### src/rtl/block_grid_renderer.sv
// Parametrised VGA raster engine: sync generation, centred block grid fetched from image BRAM,
// glitch-free image switching at frame start. Optional grid overlay enabled by macro GRID_LINES_EN.
module block_grid_renderer #(
  parameter int H_ACTIVE    = 640,
  parameter int H_FP        = 16,
  parameter int H_SYNC      = 96,
  parameter int H_BP        = 48,
  parameter int V_ACTIVE    = 480,
  parameter int V_FP        = 10,
  parameter int V_SYNC      = 2,
  parameter int V_BP        = 33,
  parameter int CLK_DIV     = 4,
  parameter int BLOCK_SIZE  = 16,
  parameter int BLOCKS_WIDE = 28,
  parameter int BLOCKS_HIGH = 28,
  parameter int NUM_IMAGES  = 10,
  parameter int IMG_STRIDE  = 1024,
  parameter int ADDR_W      = 16,
  parameter int RGB_W       = 8,
  parameter logic [RGB_W-1:0] GRID_COLOR = RGB_W'(8'hE0)
) (
  input  logic              clk,
  input  logic              rst,
  input  logic              img_req,
  input  logic [3:0]        img_sel,
  output logic              img_ack,
  output logic              img_err,
  output logic [3:0]        cur_img,
  output logic [ADDR_W-1:0] mem_addr,
  output logic              mem_en,
  input  logic [RGB_W-1:0]  mem_data,
  output logic              frame_start,
  output logic [RGB_W-1:0]  rgb,
  output logic              hsync,
  output logic              vsync
);

  localparam int H_TOTAL  = H_ACTIVE + H_FP + H_SYNC + H_BP;
  localparam int V_TOTAL  = V_ACTIVE + V_FP + V_SYNC + V_BP;
  localparam int GRID_W   = BLOCK_SIZE * BLOCKS_WIDE;
  localparam int GRID_H   = BLOCK_SIZE * BLOCKS_HIGH;
  localparam int X0       = (H_ACTIVE - GRID_W) / 2;
  localparam int Y0       = (V_ACTIVE - GRID_H) / 2;
  localparam int HS_START = H_ACTIVE + H_FP;
  localparam int VS_START = V_ACTIVE + V_FP;
  localparam int H_W      = $clog2(H_TOTAL);
  localparam int V_W      = $clog2(V_TOTAL);
  localparam int D_W      = $clog2(CLK_DIV);

  logic [D_W-1:0]    r_div;
  logic [H_W-1:0]    r_h_cnt;
  logic [V_W-1:0]    r_v_cnt;
  logic              r_in_grid_d, r_hs_d, r_vs_d;
  logic [ADDR_W-1:0] r_mem_addr;
  logic              r_mem_en;
  logic [RGB_W-1:0]  r_rgb;
  logic              r_hsync, r_vsync;
  logic [3:0]        r_cur_img, r_pend_img;
  logic              r_pend_valid;
  logic              r_img_ack, r_img_err, r_frame_start;

  int   w_h, w_v, w_i, w_j, w_addr;
  logic w_pix_en, w_fs, w_in_grid, w_hs_n, w_vs_n, w_sel_ok;

  assign w_h       = int'(r_h_cnt);
  assign w_v       = int'(r_v_cnt);
  assign w_pix_en  = (r_div == D_W'(CLK_DIV - 1));
  assign w_fs      = w_pix_en && (r_h_cnt == '0) && (r_v_cnt == '0);
  assign w_in_grid = (w_h >= X0) && (w_h < X0 + GRID_W) && (w_v >= Y0) && (w_v < Y0 + GRID_H);
  assign w_i       = (w_h - X0) / BLOCK_SIZE;
  assign w_j       = (w_v - Y0) / BLOCK_SIZE;
  assign w_addr    = int'(r_cur_img) * IMG_STRIDE + w_j * BLOCKS_WIDE + w_i;
  assign w_hs_n    = !((w_h >= HS_START) && (w_h < HS_START + H_SYNC));
  assign w_vs_n    = !((w_v >= VS_START) && (w_v < VS_START + V_SYNC));
  assign w_sel_ok  = int'(img_sel) < NUM_IMAGES;

`ifdef GRID_LINES_EN
  logic w_grid_line, r_grid_d;
  assign w_grid_line = w_in_grid &&
                       ((((w_h - X0) % BLOCK_SIZE) == 0) || (((w_v - Y0) % BLOCK_SIZE) == 0));
`else
  logic w_unused_grid;
  assign w_unused_grid = ^GRID_COLOR;
`endif

  // NOTE: sequential state uses non-blocking assignments so every register samples pre-edge values.
  always_ff @(posedge clk) begin
    if (rst) begin
      r_div   <= '0;
      r_h_cnt <= '0;
      r_v_cnt <= '0;
    end else begin
      r_div <= w_pix_en ? '0 : r_div + D_W'(1);
      if (w_pix_en) begin
        if (r_h_cnt == H_W'(H_TOTAL - 1)) begin
          r_h_cnt <= '0;
          r_v_cnt <= (r_v_cnt == V_W'(V_TOTAL - 1)) ? '0 : r_v_cnt + V_W'(1);
        end else begin
          r_h_cnt <= r_h_cnt + H_W'(1);
        end
      end
    end
  end

  // Two-stage pixel pipeline: address/flags, then colour; syncs ride along to stay aligned.
  always_ff @(posedge clk) begin
    if (rst) begin
      r_mem_addr  <= '0;
      r_mem_en    <= 1'b0;
      r_in_grid_d <= 1'b0;
      r_hs_d      <= 1'b1;
      r_vs_d      <= 1'b1;
      r_rgb       <= '0;
      r_hsync     <= 1'b1;
      r_vsync     <= 1'b1;
`ifdef GRID_LINES_EN
      r_grid_d    <= 1'b0;
`endif
    end else if (w_pix_en) begin
      r_mem_addr  <= ADDR_W'(w_addr);
      r_mem_en    <= w_in_grid;
      r_in_grid_d <= w_in_grid;
      r_hs_d      <= w_hs_n;
      r_vs_d      <= w_vs_n;
      r_hsync     <= r_hs_d;
      r_vsync     <= r_vs_d;
`ifdef GRID_LINES_EN
      r_grid_d    <= w_grid_line;
      r_rgb       <= r_in_grid_d ? (r_grid_d ? GRID_COLOR : mem_data) : '0;
`else
      r_rgb       <= r_in_grid_d ? mem_data : '0;
`endif
    end
  end

  // A request arriving on the frame_start clock is kept for the next frame.
  always_ff @(posedge clk) begin
    if (rst) begin
      r_cur_img     <= '0;
      r_pend_img    <= '0;
      r_pend_valid  <= 1'b0;
      r_img_ack     <= 1'b0;
      r_img_err     <= 1'b0;
      r_frame_start <= 1'b0;
    end else begin
      r_frame_start <= w_fs;
      r_img_ack     <= w_fs && r_pend_valid;
      r_img_err     <= img_req && !w_sel_ok;
      if (w_fs && r_pend_valid) r_cur_img <= r_pend_img;
      if (img_req && w_sel_ok) begin
        r_pend_img   <= img_sel;
        r_pend_valid <= 1'b1;
      end else if (w_fs) begin
        r_pend_valid <= 1'b0;
      end
    end
  end

  assign mem_addr    = r_mem_addr;
  assign mem_en      = r_mem_en;
  assign rgb         = r_rgb;
  assign hsync       = r_hsync;
  assign vsync       = r_vsync;
  assign cur_img     = r_cur_img;
  assign img_ack     = r_img_ack;
  assign img_err     = r_img_err;
  assign frame_start = r_frame_start;

endmodule

### config.mk
export PLATFORM = sky130hd
export DESIGN_NAME = block_grid_renderer
export DESIGN_NICKNAME = d
export VERILOG_FILES = /design/src/rtl/block_grid_renderer.sv
export SDC_FILE = /design/constraint.sdc
export NUM_CORES = 1
export LEC_CHECK = 0
export ABC_AREA = 1
export CAP_MARGIN = 20
export CORE_ASPECT_RATIO = 1.25
export CORE_UTILIZATION = 30
export DETAILED_ROUTE_END_ITERATION = 6
export PLACE_DENSITY_LB_ADDON = 0.3
export SETUP_SLACK_MARGIN = 0.05
export SYNTH_ARGS = -nofsm -noshare
export SYNTH_HDL_FRONTEND = slang
export SYNTH_SLANG_ARGS = --single-unit
### constraint.sdc
create_clock -name clk -period 6.45 [get_ports clk]
set_input_delay 0.9675 -clock clk [delete_from_list [all_inputs] [get_ports clk]]
set_output_delay 0.9675 -clock clk [all_outputs]
set_load 0.03 [all_outputs]
Word-level counts from Yosys, hierarchy flattened
Index checks and enable logic that the tools add are counted.
Word-level totals
  register bits after elaboration: 63
  input port bits: 15
  output and inout bits: 34
  logic and storage cells: 65
Cells by class
  add/subtract/negate cells: 9
  $mul: 1
  order comparisons: 9
  equal/unequal tests: 3
  muxes and demuxes: 5
  bitwise operators: 2
  reduce and logical (&&, ||, !) cells: 20
Operators with widths (number)
  $add 32x1->32: 1
  $mul 32x4->14 const B: 1
  $add 10x1->10 const B: 2
  $eq 10x10->1 const B: 2
  $logic_not 10->1: 2
  $lt 10x10->1 const B: 2
  $lt 10x9->1 const B: 2
  $mux 10: 2
  $add 15x16->16: 1
  $add 16x1->16: 1
  $add 16x16->16: 1
  $sub 10x5->11 const B: 1
  $sub 10x7->11 const B: 1
  $ge 10x10->1 const B: 1
  $ge 10x5->1 const B: 1
  $ge 10x7->1 const B: 1
  $ge 10x9->1 const B: 1
  $logic_and 1x1->1: 10
  $mux 8: 1
  $reduce_or 4->1: 2
  $lt 4x4->1 const B: 1
  $logic_not 1->1: 3
  $add 2x1->2 const B: 1
  $and 1x1->1: 2
  other kinds (5): 6

Longest topological paths before layout
Gate-level depths: netlist (run 1).
  word-level depth: 7
  gate-level depth with buffers: 35
  mapped depth without buffers: 35

Worst setup path after synthesis (run 1)
Ideal clock, no wire load.
  path type: register to register
  start point: reg r_v_cnt[4]
  end point: reg r_mem_addr[15], in the netlist mem_addr[15]
  setup time: 0.113 ns
  arrival: 5.750 ns
  data required time: 6.337 ns
  setup slack: 0.587 ns
  cell stages (with the launch flop): 33
  clock period less this slack: 5.863 ns
  path through: dfxtp_1 -> inv_2 -> ha_1 -> nand3_4 -> a21oi_1 -> ha_1 -> inv_1 -> nor2_4 -> inv_4 -> nor2_4 -> nand2_1 -> xnor2_1 -> ha_1 -> inv_1 -> fa_1 -> inv_1 -> ha_1 -> a21oi_1 -> o21ai_0 -> a21oi_1 -> nor2_1 -> o21ai_0 -> nand2_1 -> xor2_1 -> fa_1 -> ha_1 -> a21o_1 -> a21oi_1 -> o21bai_1 -> a21oi_1 -> nand3_1 -> nand3_1 -> nand2_1
Between the ends
  cells in the longest elaborated chain, start to end: 6
RTL lines
  from (decl): RTL line 52  | logic [V_W-1:0] r_v_cnt;
  from (signal assigned): RTL line 97  | r_v_cnt <= (r_v_cnt == V_W'(V_TOTAL - 1)) ? '0 : r_v_cnt + V_W'(1);
  $sub 10x5->11 (*): RTL line 71  | assign w_j = (w_v - Y0) / BLOCK_SIZE;
  $and 1x1->1 (no line)
  $add 32x1->32 (no line) (*)
  $mul 32x4->14 (*): RTL line 72  | assign w_addr = int'(r_cur_img) * IMG_STRIDE + w_j * BLOCKS_WIDE + w_i;
  $add 15x16->16 (*): RTL line 72
  $add 16x16->16 (*): RTL line 72
  to (signal assigned): RTL line 120  | r_mem_addr <= ADDR_W'(w_addr);
  to (decl): RTL line 54  | logic [ADDR_W-1:0] r_mem_addr;
Mark *: on every way between the ends. The rest lies on a longest branch, timed or not.
A chain may end at the register's enable or synchronous reset.

Worst setup path after layout (run 1)
Ends and elaborated chain as after synthesis.

==> impl_results.md, run 1 <==
- Status: finished, final reports clean
- R2r setup slk: 560 ps
- Register area share after synthesis: 24.3%
- Slew Limit Headroom: 34.7%
- Dpl cell area: 0.00588 mm²
- Die height: 149 µm
- First-pass GRT wire length: 20.0 mm
- Worst Hold Class: reg -> reg
- Worst-path clk slew: 60 ps
- Mux share of post-synthesis cell area: 0%
- Pre-CTS worst setup slack: 85.8 ps
- Clock Latency Late Sink: 340 ps
- Buffers on Ports: 48
- R2R cell count: 34
- Yosys cell types: 54
- Pin count of the biggest net entering global routing: 23
- Post-route ant nets: 0
- Core area: 0.0168 mm²
- CTS tree: built
- Worst endpoint required time: 6680 ps
- Critical path type: reg -> reg
- Pleak: 2.84 nW
- Post-Synth XOR/XNOR Area: 7.11%
- Syn Std Cell Area: 0.00519 mm²
- Post-Syn Instances: 674
- Synth Net Count: 764
- Startpoint types: register
- Synth Area in Adders: 20.1%
- Top cells by area, synth: dfxtp_1 24%, ha_1 15%, inv_1 7.6%
- IO Count: 49
- Post-DP HPWL: 9.64 mm
- # setup viols final: 0
- Worst EP arrival: 6120 ps
- Share of the synthesized area in the top cell type: 24.3%
- Max Clock Freq: 0.170 GHz
- Syn. warnings: 0
- Antenna violations before repair: 0
- Synth-to-Final Area Change: 19.9%
- Cell Pwr Density: 159 mW/mm²
- Worst path slowest cell: fa_1
- Worst Min Path Start: r_div[0]
- Avg Vias per Cell: 4.65
- DRC: 0
- Met2 Usage GRT: 24.7%
- Post-Synth Simple-Gate Area: 24.4%
- GRT Resource Usage Total: 14.1%
- Number of fill cells in the layout: 1810
- Skew final: 6.83 ps
- Worst reg2reg path endpoint: mem_addr[15]
- Final Cycle Share: 91.4%
- Post-route setup slack: 555 ps
- Max incr delay on CP: 490 ps
- Routed wire length per instance: 12.4 µm
- Max-cap violations: 0
- R2r startpoint: r_v_cnt[4]
- Grt peak-use layer: met2
- Crit end category: register
- 1st-iter DRT viols: 123
- Fin crit period: 5890 ps
- CTS H-tree lvls: 3
- RSZ-0062 raised after global routing: false
- Cell taking the most area after synthesis: dfxtp_1
- Clk buf depth: 2
- Hold Path Sink: r_div[0]
- Compound-cell area share of the yosys netlist: 13.9%
- Hold path cells: 1
- TritonCTS Buffers: 9
- Slew Viols, Final: 0
- Number of synthesized register bits: 63
- Top FF cell, synth: dfxtp_1
- Routed vias: 4414
- Average size of a mapped cell: 7.70 µm²
- GR Util met3: 2.33%
- DRT Pass-1 Iters: 4
- Worst-margin pin slew: 978 ps
- Final hold violations: 0
- Grt met1 use: 16.9%
- FFs w/ async S/R, synth: 0%
- Std cell rows: 53
- Layout cells sized above 1: 11.1%
- Root buf cell: clkbuf_16
- Final Cell Area: 0.00622 mm²
- Largest family of logic cells by synthesized area: simple AND/OR/NAND/NOR gates
- Post-Route WL: 11.8 mm
- Placer Congestion: 0.847
- Die area: 0.0178 mm²
- GRT Residual Overflow: 0
- Die X: 120 µm
- NumNets Final: 814
- VDD IR max: 0.151 mV
- # diodes: 0
- Setup tns final: 0 ps
- Vias in the first global route: 4264
- Worst-path fanout max: 12
- EDFF count, synth: 0
- Sinks on the clock net: 63
- Initial core utilization: 30.8%
-- cells in the final DEF (no fill, tap or decap), types with 3 or more instances in the layout --
| master | instances |
|---|---|
| buf_4 | 3 |
| dfxtp_1 | 63 |
| nor2_1 | 52 |
| a22o_1 | 3 |
| clkinv_4 | 3 |
| nor2_4 | 7 |
| nand2_1 | 98 |
| nor2_2 | 5 |
| nand3_1 | 32 |
| ha_1 | 60 |
| clkbuf_16 | 9 |
| inv_1 | 104 |
| a21o_1 | 3 |
| nor3_1 | 22 |
| o21ai_0 | 32 |
| xnor2_1 | 16 |
| o31ai_1 | 3 |
| inv_2 | 15 |
| fa_1 | 14 |
| a32o_1 | 9 |
| a21oi_1 | 51 |
| nand4_1 | 5 |
| clkdlybuf4s50_1 | 48 |
| xor2_1 | 18 |
| nand2_2 | 7 |
| nand3_4 | 3 |
| nor3_2 | 6 |
-- sequential cells by signal, indices dropped and copies added (netlist names), 2 cells and up --
signal,cells
r_v_cnt,10
r_h_cnt,10
cur_img,4
r_div,2
r_pend_img,4
mem_addr,16
rgb,8
-- Yosys cell counts (all sizes together), types with 3 or more instances --
| library cell | instances |
|---|---|
| nor4 | 4 |
| nor2 | 65 |
| ha | 61 |
| clkbuf | 4 |
| a21o | 3 |
| xor2 | 19 |
| dfxtp | 63 |
| a22o | 3 |
| o31ai | 3 |
| fa | 14 |
| a32o | 9 |
| nand2 | 106 |
| inv | 121 |
| o21ai | 35 |
| xnor2 | 18 |
| nand4 | 6 |
| buf | 8 |
| nor3 | 29 |
| nand3 | 36 |
| a21oi | 54 |
-- where the power goes --
part / switching [mW] / internal [mW] / leakage (nW) / total [mW]
Combinational: 0.0533 / 0.0351 / 2.19 / 0.0884
Sequential: 0.00650 / 0.402 / 0.510 / 0.408
Clock: 0.191 / 0.303 / 0.143 / 0.493
Total: 0.251 / 0.739 / 2.84 / 0.990
-- how the worst max path moves through the flow --
| stage | start | to | depth (start not counted) |
|---|---|---|---|
| after detailed placement | r_v_cnt[4] | mem_addr[15] | 32 |
| final | r_v_cnt[4] | mem_addr[15] | 34 |
| after global placement | r_v_cnt[4] | mem_addr[15] | 32 |
| after global routing | r_v_cnt[4] | mem_addr[15] | 34 |
| after CTS | r_v_cnt[4] | mem_addr[15] | 32 |
| after floorplan | r_v_cnt[4] | mem_addr[15] | 32 |
-- metrics by stage --
stage / hold slack, ps / cells / utilization, % / total power [mW]
finish: 425 / 949 / 36.9 / 0.990
global route: 438 / 949 / 36.9 / 1.03
CTS: 427 / 947 / 36.7 / 1.01
detailed placement: 418 / 931 / 34.9 / 0.507
global placement: 414 / 931 / 34.9 / 0.506
floorplan: 399 / 674 / - / 0.469
-- critical path, delay by kind of cell, from the launching register on --
kind | cells | cell delay [ps]
flip-flops | 1 | 430
AO/OA/AOI/OAI | 9 | 1280
buffers and inverters | 6 | 560
AND/OR/NAND/NOR | 11 | 1020
XOR/XNOR | 1 | 180
adder cells (fa/ha/maj) | 7 | 2320
-- metal layers --
metal	wire, µm	up-vias
met3	280	21
met1	5280	2012
li1	-	2322
met5	0	-
met4	319	0
met2	5880	59
-- kinds of logic (layout without fill, tap and decap cells) --
family,after synthesis,count (layout)
AOI/OAI and AO/OA,118,118
xor gates and xnor gates,37,37
adders and majority gates,75,75
buffers and inverters,133,188
DFF,63,63
and+or+nand+nor,248,248
-- cell type report --
cell class | count | area [µm²] | area share, %
tap | 220 | 275 | 4.42
clock buffer | 9 | 225 | 3.62
sequential | 63 | 1260 | 20.3
inverter | 121 | 462 | 7.42
timing repair buffer | 51 | 503 | 8.09
multi-input combinational | 478 | 3410 | 54.9
clock inverter | 7 | 80.1 | 1.29
-- what timing repair did --
item / 4_1_cts / 5_1_grt
hold endpoints to repair: 0 / 0
endpoints found under the setup margin: 0 / 5
gates resized for setup: 0 / 7
setup buffers: 0 / 2
hold buffers: 0 / 0
Power figures use the tool's default switching activity.
==> run 2, diff against run 1 <==
--- a/config.mk
+++ b/config.mk
@@ -15,3 +15,4 @@
 export SYNTH_ARGS = -nofsm -noshare
 export SYNTH_HDL_FRONTEND = slang
 export SYNTH_SLANG_ARGS = --single-unit
+export TNS_END_PERCENT = 30
==> results of run 2 <==
Same layout as run 1: the final DEF is identical, and so are final timing and power.
==> run 3, diff against run 2 <==
--- a/config.mk
+++ b/config.mk
@@ -10,6 +10,7 @@
 export CORE_ASPECT_RATIO = 1.25
 export CORE_UTILIZATION = 30
 export DETAILED_ROUTE_END_ITERATION = 6
+export GPL_ROUTABILITY_DRIVEN = 0
 export PLACE_DENSITY_LB_ADDON = 0.3
 export SETUP_SLACK_MARGIN = 0.05
 export SYNTH_ARGS = -nofsm -noshare
==> results of run 3 <==
Same layout as run 1: the final DEF is identical, and so are final timing and power.
